--- src/rtl/pkt_rr_if.sv ---
// Stream bundle between N upstream sources, the arbiter and the packet queue.
// The master view belongs to the arbiter; the slave view belongs to the surrounding logic.
interface pkt_rr_if #(
    parameter int N_PORTS    = 4,
    parameter int DATA_WIDTH = 8,
    parameter int MTY_WIDTH  = 8
);
    logic [N_PORTS-1:0]            s_axis_tvalid;
    logic [N_PORTS*DATA_WIDTH-1:0] s_axis_tdata;
    logic [N_PORTS-1:0]            s_axis_tlast;
    logic [N_PORTS*MTY_WIDTH-1:0]  s_axis_tuser_mty;
    logic [N_PORTS-1:0]            s_axis_tready;

    logic                          m_axis_tvalid;
    logic [DATA_WIDTH-1:0]         m_axis_tdata;
    logic                          m_axis_tlast;
    logic [MTY_WIDTH-1:0]          m_axis_tuser_mty;
    logic                          m_axis_tready;

    logic                          drop_incmpt_pkt;

    modport master (
        input  s_axis_tvalid, s_axis_tdata, s_axis_tlast, s_axis_tuser_mty,
        output s_axis_tready,
        output m_axis_tvalid, m_axis_tdata, m_axis_tlast, m_axis_tuser_mty,
        input  m_axis_tready,
        output drop_incmpt_pkt
    );

    modport slave (
        output s_axis_tvalid, s_axis_tdata, s_axis_tlast, s_axis_tuser_mty,
        input  s_axis_tready,
        input  m_axis_tvalid, m_axis_tdata, m_axis_tlast, m_axis_tuser_mty,
        output m_axis_tready,
        input  drop_incmpt_pkt
    );
endinterface

--- src/rtl/pkt_rr_arbiter.sv ---
// Packet-granular round-robin arbiter feeding one packet queue, with a per-packet
// stall watchdog that aborts a silent source and flushes the rest of its packet.
module pkt_rr_arbiter #(
    parameter int N_PORTS    = 4,
    parameter int DATA_WIDTH = 8,
    parameter int MTY_WIDTH  = 8,
    parameter int TIMEOUT    = 16
) (
    input  logic                       aclk,
    input  logic                       aresetn,
    pkt_rr_if.master                   axis,
    output logic [$clog2(N_PORTS)-1:0] grant_idx,
    output logic [15:0]                abort_count
);
    localparam int IDX_W = $clog2(N_PORTS);
    localparam int CNT_W = $clog2(TIMEOUT + 1);

    typedef enum logic [1:0] {IDLE, BUSY, ABORT} state_t;

    state_t             state_q,       state_d;
    logic [IDX_W-1:0]   grant_q,       grant_d;
    logic [IDX_W-1:0]   last_grant_q,  last_grant_d;
    logic [CNT_W-1:0]   stall_cnt_q,   stall_cnt_d;
    logic [N_PORTS-1:0] flush_mask_q,  flush_mask_d;
    logic [15:0]        abort_count_q, abort_count_d;

    logic [N_PORTS-1:0] eligible;
    logic [N_PORTS-1:0] flush_done;
    logic               found;
    logic [IDX_W-1:0]   pick;

    logic [N_PORTS-1:0] s_tready;
    logic               m_tvalid;
    logic               drop;

    // A port still discarding an aborted packet may not compete for the queue.
    assign eligible   = axis.s_axis_tvalid & ~flush_mask_q;
    assign flush_done = flush_mask_q & axis.s_axis_tvalid & axis.s_axis_tlast;

    always_comb begin
        int idx;
        found = 1'b0;
        pick  = last_grant_q;
        idx   = 0;
        for (int k = 1; k <= N_PORTS; k++) begin
            idx = int'(last_grant_q) + k;
            if (idx >= N_PORTS) idx = idx - N_PORTS;
            if (!found && eligible[idx]) begin
                found = 1'b1;
                pick  = IDX_W'(idx);
            end
        end
    end

    // NOTE: every signal written here gets a default first, so no path leaves one unassigned and infers a latch.
    always_comb begin
        state_d       = state_q;
        grant_d       = grant_q;
        last_grant_d  = last_grant_q;
        stall_cnt_d   = stall_cnt_q;
        flush_mask_d  = flush_mask_q & ~flush_done;
        abort_count_d = abort_count_q;
        s_tready      = flush_mask_q;
        m_tvalid      = 1'b0;
        drop          = 1'b0;

        unique case (state_q)
            IDLE: begin
                if (found) begin
                    grant_d     = pick;
                    stall_cnt_d = '0;
                    state_d     = BUSY;
                end
            end
            BUSY: begin
                m_tvalid          = axis.s_axis_tvalid[grant_q];
                s_tready[grant_q] = axis.m_axis_tready;
                if (m_tvalid && axis.m_axis_tready && axis.s_axis_tlast[grant_q]) begin
                    last_grant_d = grant_q;
                    state_d      = IDLE;
                end
                // Only source silence counts; downstream back-pressure keeps tvalid high and resets the count.
                if (axis.s_axis_tvalid[grant_q]) begin
                    stall_cnt_d = '0;
                end else begin
                    stall_cnt_d = stall_cnt_q + 1'b1;
                    if (stall_cnt_q == CNT_W'(TIMEOUT - 1)) state_d = ABORT;
                end
            end
            ABORT: begin
                drop                  = 1'b1;
                flush_mask_d[grant_q] = 1'b1;
                last_grant_d          = grant_q;
                stall_cnt_d           = '0;
                if (abort_count_q != 16'hFFFF) abort_count_d = abort_count_q + 16'd1;
                state_d               = IDLE;
            end
            default: state_d = IDLE;
        endcase
    end

    // NOTE: state registers use non-blocking assignments so every flop samples pre-edge values.
    always_ff @(posedge aclk) begin
        if (!aresetn) begin
            state_q       <= IDLE;
            grant_q       <= IDX_W'(N_PORTS - 1);
            last_grant_q  <= IDX_W'(N_PORTS - 1);
            stall_cnt_q   <= '0;
            flush_mask_q  <= '0;
            abort_count_q <= '0;
        end else begin
            state_q       <= state_d;
            grant_q       <= grant_d;
            last_grant_q  <= last_grant_d;
            stall_cnt_q   <= stall_cnt_d;
            flush_mask_q  <= flush_mask_d;
            abort_count_q <= abort_count_d;
        end
    end

    assign axis.s_axis_tready    = s_tready;
    assign axis.m_axis_tvalid    = m_tvalid;
    assign axis.m_axis_tdata     = axis.s_axis_tdata[grant_q*DATA_WIDTH +: DATA_WIDTH];
    assign axis.m_axis_tlast     = axis.s_axis_tlast[grant_q];
    assign axis.m_axis_tuser_mty = axis.s_axis_tuser_mty[grant_q*MTY_WIDTH +: MTY_WIDTH];
    assign axis.drop_incmpt_pkt  = drop;
    assign grant_idx             = grant_q;
    assign abort_count           = abort_count_q;
endmodule

--- src/flat_wrapper.sv ---
// flat-port wrapper written by rule: the top's interface ports become plain ports
module pkt_rr_arbiter_flat 
#(
    parameter int N_PORTS    = 4,
    parameter int DATA_WIDTH = 8,
    parameter int MTY_WIDTH  = 8,
    parameter int TIMEOUT    = 16
)
  (aclk, aresetn, grant_idx, abort_count, axis_s_axis_tvalid, axis_s_axis_tdata, axis_s_axis_tlast, axis_s_axis_tuser_mty, axis_s_axis_tready, axis_m_axis_tvalid, axis_m_axis_tdata, axis_m_axis_tlast, axis_m_axis_tuser_mty, axis_m_axis_tready, axis_drop_incmpt_pkt);
  pkt_rr_if #(.N_PORTS(N_PORTS), .DATA_WIDTH(DATA_WIDTH), .MTY_WIDTH(MTY_WIDTH)) axis_i ();
  input  logic aclk;
  input  logic aresetn;
  output logic [$clog2(N_PORTS)-1:0] grant_idx;
  output logic [15:0] abort_count;
  input wire logic [$bits(axis_i.s_axis_tvalid)-1:0] axis_s_axis_tvalid;
  input wire logic [$bits(axis_i.s_axis_tdata)-1:0] axis_s_axis_tdata;
  input wire logic [$bits(axis_i.s_axis_tlast)-1:0] axis_s_axis_tlast;
  input wire logic [$bits(axis_i.s_axis_tuser_mty)-1:0] axis_s_axis_tuser_mty;
  output wire logic [$bits(axis_i.s_axis_tready)-1:0] axis_s_axis_tready;
  output wire logic [$bits(axis_i.m_axis_tvalid)-1:0] axis_m_axis_tvalid;
  output wire logic [$bits(axis_i.m_axis_tdata)-1:0] axis_m_axis_tdata;
  output wire logic [$bits(axis_i.m_axis_tlast)-1:0] axis_m_axis_tlast;
  output wire logic [$bits(axis_i.m_axis_tuser_mty)-1:0] axis_m_axis_tuser_mty;
  input wire logic [$bits(axis_i.m_axis_tready)-1:0] axis_m_axis_tready;
  output wire logic [$bits(axis_i.drop_incmpt_pkt)-1:0] axis_drop_incmpt_pkt;
  assign axis_i.s_axis_tvalid = axis_s_axis_tvalid;
  assign axis_i.s_axis_tdata = axis_s_axis_tdata;
  assign axis_i.s_axis_tlast = axis_s_axis_tlast;
  assign axis_i.s_axis_tuser_mty = axis_s_axis_tuser_mty;
  assign axis_s_axis_tready = axis_i.s_axis_tready;
  assign axis_m_axis_tvalid = axis_i.m_axis_tvalid;
  assign axis_m_axis_tdata = axis_i.m_axis_tdata;
  assign axis_m_axis_tlast = axis_i.m_axis_tlast;
  assign axis_m_axis_tuser_mty = axis_i.m_axis_tuser_mty;
  assign axis_i.m_axis_tready = axis_m_axis_tready;
  assign axis_drop_incmpt_pkt = axis_i.drop_incmpt_pkt;
  pkt_rr_arbiter #(.N_PORTS(N_PORTS), .DATA_WIDTH(DATA_WIDTH), .MTY_WIDTH(MTY_WIDTH), .TIMEOUT(TIMEOUT)) u_core (.aclk(aclk), .aresetn(aresetn), .axis(axis_i), .grant_idx(grant_idx), .abort_count(abort_count));
endmodule
--- config.mk ---
export PLATFORM = sky130hd
export DESIGN_NAME = pkt_rr_arbiter_flat
export DESIGN_NICKNAME = d
export VERILOG_FILES = /design/src/rtl/pkt_rr_if.sv /design/src/rtl/pkt_rr_arbiter.sv /design/src/flat_wrapper.sv
export SDC_FILE = /design/constraint.sdc
export NUM_CORES = 1
export LEC_CHECK = 0
export CORE_MARGIN = 5
export CORE_UTILIZATION = 30
export CTS_CLUSTER_DIAMETER = 50
export CTS_CLUSTER_SIZE = 25
export DETAILED_ROUTE_END_ITERATION = 10
export PLACE_DENSITY = 0.74
export SYNTH_ARGS = -nofsm -noshare
export SYNTH_HDL_FRONTEND = slang
export SYNTH_SLANG_ARGS = --single-unit
--- constraint.sdc ---
create_clock -name aclk -period 2.4 [get_ports aclk]
set_input_delay 0.48 -clock aclk [delete_from_list [all_inputs] [get_ports aclk]]
set_output_delay 0.48 -clock aclk [all_outputs]
set_load 0.02 [all_outputs]
==> out/results.tsv, run 1 <==
metric	value	unit
most common cell after layout, fill and taps aside	clkdlybuf4s50_1	
Int Pwr	1.047	mW
Ant. Diodes	0	
Max Cap Viol	0	
grt total ovfl	0	
sw frac	0.2850	
drc violations	0	
Die ar.	0.008949	mm²
Die Y	94.60	µm
Critical Path RT	1.92	ns
Clock Tree Root	clkbuf_8	
critical path data arrival time	1.86	ns
Final Hold Vio Count	0	
Hold EP	u_core.abort_count[15]$_SDFFE_PN0P_	
Critical R2R Launch	u_core.grant_idx[1]$_SDFFE_PN1P_	
Synth Flop Type	dfxtp_1	
Mapped Area	0.002147	mm²
Num CTS Buffers	5	
Max-slew headroom	0.6918	
final slew viol count	0	
CTS H-tree lvls	2	
reg2reg setup slack	0.58	ns
final instance area	0.003600	mm²
yosys warns	0	
Setup Crit Path Kind	in2out	
Initial Util	0.3126	
hold depth	2	
Setup Buffers After CTS	0	
initial antenna violation count	0	
Max Buffers Root-to-Sink	2	
highest clock rate	0.4270	GHz
Leak	1.493	nW
Initial DRC Count	184	
input/output buffers	115	
row cnt	30	
syn avg cell area	9.759	µm²
crit path max fanout	2	
Nets	428	
min Tclk post-route	2.342	ns
r2r worst-path depth	7	
HP Start	u_core.abort_count[15]$_SDFFE_PN0P_	
synth unique cells	46	
clk_lat worst skew	0.28	ns
Syn Inst Count	220	
Syn Nets	298	
detailed placement HPWL	5.725	mm
final setup vio count	0	
Post-synth EDFFs	0	
Async SR Flop Fraction	0	
power share of the clock group	0.284	
Max rail drop VDD	247.0	µV
Hold Crit Class	reg2reg	
ratio of cells with drive above 1 in the final layout	0.1714	
Placed Area	0.003531	mm²
RePlAce Congestion	0.8160	
WL final	7.050	mm
total chip power	1.465	mW
vias post-DR	2229	
Post-Place Cells	439	
Max Clock Skew	0.006605	ns
startpoint types	primary input	
CTS tree	done	
most frequent cells in the layout	clkdlybuf4s50_1, dfxtp_1, nand2_1	
CP Capture Type	output port	
Ports	116	
P&R area growth vs syn	67.66	%
TritonCTS Sinks	31	
first-pass GRT wire length	11.22	mm
logic gate share of total power	0.350	
Net Switching	417.5	µW
run status	completed	
post-layout util	0.5240	
number of vias per cell	4.998	
GRT Resource Usage Total	0.1559	
non-filler instance count after layout	446	
area leader, netlist	dfxtp_1	
first-pass iteration count of the detailed router	4	
Synth area leaders	dfxtp_1, mux4_2, xor2_1, nand2_1, and2_1	
Chip Width	94.60	µm
largest net degree at the start of global routing	24	
vias in the first global route	2266	
routed len/inst	15.81	µm
Post-DRT Antenna Nets	0	
Reg clk slew, reported paths	0.06	ns
unrepaired setup endpoints after global routing	false	
top cell type's share of synthesized area	0.2890	
sequential area share after synthesis	0.2890	
Final TNS setup	0	ns
Worst-Margin Slew	0.4606	ns
sequential power share	0.366	
RR Endpoint	u_core.last_grant_q[1]$_SDFFE_PN1P_	
PwrDens	406.9	mW/mm²
fin crit share	0.9758	
core box area	0.006869	mm²
register bit total from synthesis	31	
-- state kept, by name, indices dropped and copies added, names as in the netlist --
signal / count
u_core.grant_idx: 2
u_core.last_grant_q: 2
u_core.stall_cnt_q: 5
u_core.state_q: 2
u_core.abort_count: 16
u_core.flush_mask_q: 4
-- cell families after synthesis --
group                    count (synthesis)  synth area share
AO/OA/AOI/OAI                           31            0.1078
buffers and inverters                   16           0.03671
multiplexers                            29            0.2430
AND/OR/NAND/NOR                         99            0.2611
flip-flops                              31            0.2890
adder cells (fa/ha/maj)                  3           0.01748
XOR/XNOR                                11           0.04487
-- worst max-delay path, cell delays in order --
cell and delay, ns:
clkdlybuf4s50_1 0.43, mux4_2 0.50, and2_1 0.17, clkdlybuf4s15_1 0.28
-- Yosys cell counts (2+ instances only) --
cell      number
nand3_1       10
nor2b_1       10
xor2_1        11
a21oi_1        7
nand2b_1      10
o21ai_0        4
a211oi_1       2
and2_1        12
dfxtp_1       31
clkbuf_1       6
nand4_1        5
a22oi_1        2
mux2i_1        6
and3_1         4
ha_1           3
o211ai_1       2
inv_1          4
mux2_2         5
mux4_2        18
a32oi_1        3
and2b_1        2
nor2_1         9
nor3_1         7
buf_2          2
nand2_1       24
-- layout make-up --
cell class / instances / area, µm²
multi-input cells: 173 / 1453
clock buffers: 6 / 82.58
repair buffers: 134 / 1292
flip-flops and latches: 31 / 623.1
fillers: 639 / 3269
well taps: 96 / 120.1
inverters: 5 / 23.77
clock inverters: 1 / 5.005
-- how the worst max path moves through the flow --
stage	from	to	slack [ns]
2_1_floorplan	u_core.grant_idx[0]$_SDFFE_PN1P_	axis_m_axis_tdata[5]	0.33
3_3_place_gp	axis_s_axis_tvalid[3]	axis_m_axis_tvalid	-0.15
3_5_place_dp	axis_s_axis_tvalid[3]	axis_m_axis_tvalid	-0.20
4_1_cts	axis_s_axis_tvalid[3]	axis_m_axis_tvalid	0.01
5_1_grt	axis_s_axis_tvalid[3]	axis_m_axis_tvalid	0.004
6_report	axis_s_axis_tvalid[3]	axis_m_axis_tvalid	0.06
-- power groups by stage --
| stage | combinational, mW | clock [mW] | sequential, mW |
|---|---|---|---|
| 2_1_floorplan | 0.253 | 0 | 0.545 |
| 5_1_grt | 0.548 | 0.448 | 0.537 |
| 4_1_cts | 0.516 | 0.430 | 0.536 |
| 6_report | 0.513 | 0.416 | 0.536 |
| 3_3_place_gp | 0.543 | 0 | 0.546 |
| 3_5_place_dp | 0.551 | 0 | 0.547 |
-- stage by stage --
stage | hold WS (ns) | setup slack, ns
floorplan | 0.4791 | 0.3250
global placement | 0.4848 | -0.1541
detailed placement | 0.4892 | -0.1987
CTS | 0.5061 | 0.01032
global route | 0.5217 | 0.004238
finish | 0.5002 | 0.05807
-- per-layer routing --
metal  vias up  share of wire  GRT usage
met2        90           0.50     0.2637
met5         -              0          0
met4         0         0.0081    0.04447
met3         6          0.084    0.04143
met1      1062           0.41     0.1946
li1       1071              -          -
-- what timing repair did --
item / in CTS / in global routing
gates resized for setup: 24 / 2
hold buffers: 0 / 0
setup endpoints to repair: 22 / 2
No activity file was read; power rests on OpenSTA's default activity.
==> run 2, diff against run 1 <==
CORE_ASPECT_RATIO = 0.5   (was unset)
==> out/results.tsv, run 2 (synthesis results as in run 1) <==
metric	value	unit
run status	completed	
TritonCTS Sinks	31	
max FFs per register	16	
critical path data arrival time	1.87	ns
vias post-DR	2129	
first-pass GRT wire length	10.98	mm
ratio of cells with drive above 1 in the final layout	0.1541	
pre-CTS setup slack	-0.2097	ns
most frequent cells in the layout	clkdlybuf4s50_1, dfxtp_1, nand2_1	
input/output buffers	115	
Critical Path RT	1.92	ns
row cnt	21	
storage element area	623.1	µm²
Chip Width	129.6	µm
Clock Tree Root	clkbuf_16	
Leak	1.520	nW
number of vias per cell	4.883	
grt total ovfl	0	
fin crit share	0.9776	
Max Cap Viol	0	
PwrDens	486.3	mW/mm²
HP Start	u_core.abort_count[8]$_SDFFE_PN0P_	
clk_lat worst skew	0.28	ns
Hold Crit Class	reg2reg	
hold depth	1	
multi-input logic area	0.001448	mm²
Max-slew headroom	0.6737	
min Tclk post-route	2.346	ns
Num CTS Buffers	5	
RePlAce Congestion	0.9108	
P&R area growth vs syn	68.53	%
Max rail drop VDD	278.0	µV
detailed placement HPWL	5.793	mm
GRT Resource Usage Total	0.1511	
Critical R2R Launch	u_core.abort_count[4]$_SDFFE_PN0P_	
total chip power	1.760	mW
crit path max fanout	2	
Setup Crit Path Kind	in2out	
Ant. Diodes	0	
Max Clock Skew	0.005336	ns
reg2reg setup slack	0.59	ns
core box area	0.006805	mm²
CTS tree	done	
Hold EP	u_core.abort_count[8]$_SDFFE_PN0P_	
most common cell after layout, fill and taps aside	clkdlybuf4s50_1	
CTS H-tree lvls	2	
fill count	598	
hold_buf cts	0	
final setup vio count	0	
startpoint types	primary input	
routed len/inst	16.18	µm
drc violations	0	
highest clock rate	0.4262	GHz
first-pass iteration count of the detailed router	4	
r2r worst-path depth	5	
Post-DRT Antenna Nets	0	
Initial Util	0.3155	
Final Hold Vio Count	0	
unrepaired setup endpoints after global routing	false	
Die Y	69.82	µm
Worst-Margin Slew	0.4843	ns
initial antenna violation count	0	
WL final	7.056	mm
post-layout worst setup margin	0.05385	ns
CP Capture Type	output port	
Reg clk slew, reported paths	0.05	ns
Initial DRC Count	95	
Ports	116	
Max Buffers Root-to-Sink	2	
Nets	421	
Die ar.	0.009051	mm²
RR Endpoint	u_core.abort_count[15]$_SDFFE_PN0P_	
vias in the first global route	2226	
Fin Hold WS	0.5084	ns
largest net degree at the start of global routing	21	
final slew viol count	0	
[run 2: layout make-up]
| cell class | count | share of cell area |
|---|---|---|
| clock buffers | 6 | 0.03838 |
| clock inverters | 2 | 0.009682 |
| flip-flops and latches | 31 | 0.1722 |
| multi-input cells | 173 | 0.4001 |
| inverters | 5 | 0.006570 |
| well taps | 92 | 0.03181 |
| repair buffers | 127 | 0.3413 |
[run 2: timing repair]
action	in CTS	in global routing
setup endpoints to repair	22	3
cloned	0	0
gates resized for setup	22	3
pin swaps	0	0
buffers inserted	0	0
[run 2: how the worst max path moves through the flow]
stage | cells past startpoint | from | slack, ns | end
after detailed placement | 4 | axis_s_axis_tvalid[0] | -0.21 | axis_m_axis_tvalid
after global placement | 4 | axis_s_axis_tvalid[0] | -0.22 | axis_m_axis_tvalid
final | 4 | axis_s_axis_tvalid[0] | 0.05 | axis_m_axis_tvalid
after global routing | 4 | axis_s_axis_tvalid[0] | 0.01 | axis_m_axis_tvalid
after floorplan | 3 | u_core.grant_idx[0]$_SDFFE_PN1P_ | 0.33 | axis_m_axis_tdata[5]
after CTS | 4 | u_core.grant_idx[1]$_SDFFE_PN1P_ | 0.004 | axis_s_axis_tready[2]
[run 2: worst max-delay path, stage by stage]
cell and delay, ns:
clkdlybuf4s50_1 0.44, mux4_2 0.49, and2_1 0.17, clkdlybuf4s15_1 0.28
[run 2: where the power goes]
group	total, mW	switching (mW)	internal (mW)
clock network	0.729	0.215	0.515
logic	0.491	0.208	0.283
registers	0.540	0.0151	0.525
[run 2: stage by stage]
stage	instance area, µm²	setup TNS (ns)	utilization	std cells
6_report	3618	0	0.5317	436
5_1_grt	3618	0	0.5317	436
4_1_cts	3612	0	0.5308	436
3_5_place_dp	3461	-0.3739	0.5085	428
3_3_place_gp	3461	-0.2961	0.5085	428
2_1_floorplan	2147	0	-	220
[run 2: routing by layer]
metal  track usage  vias to the layer above  wire (µm)  share of wire
met5             0                        -          0              0
met4       0.05415                        0        156          0.022
met3       0.03308                       13        345          0.049
met2        0.2858                       62       3808           0.54
met1        0.1637                      997       2746           0.39
li1              -                     1057          -              -
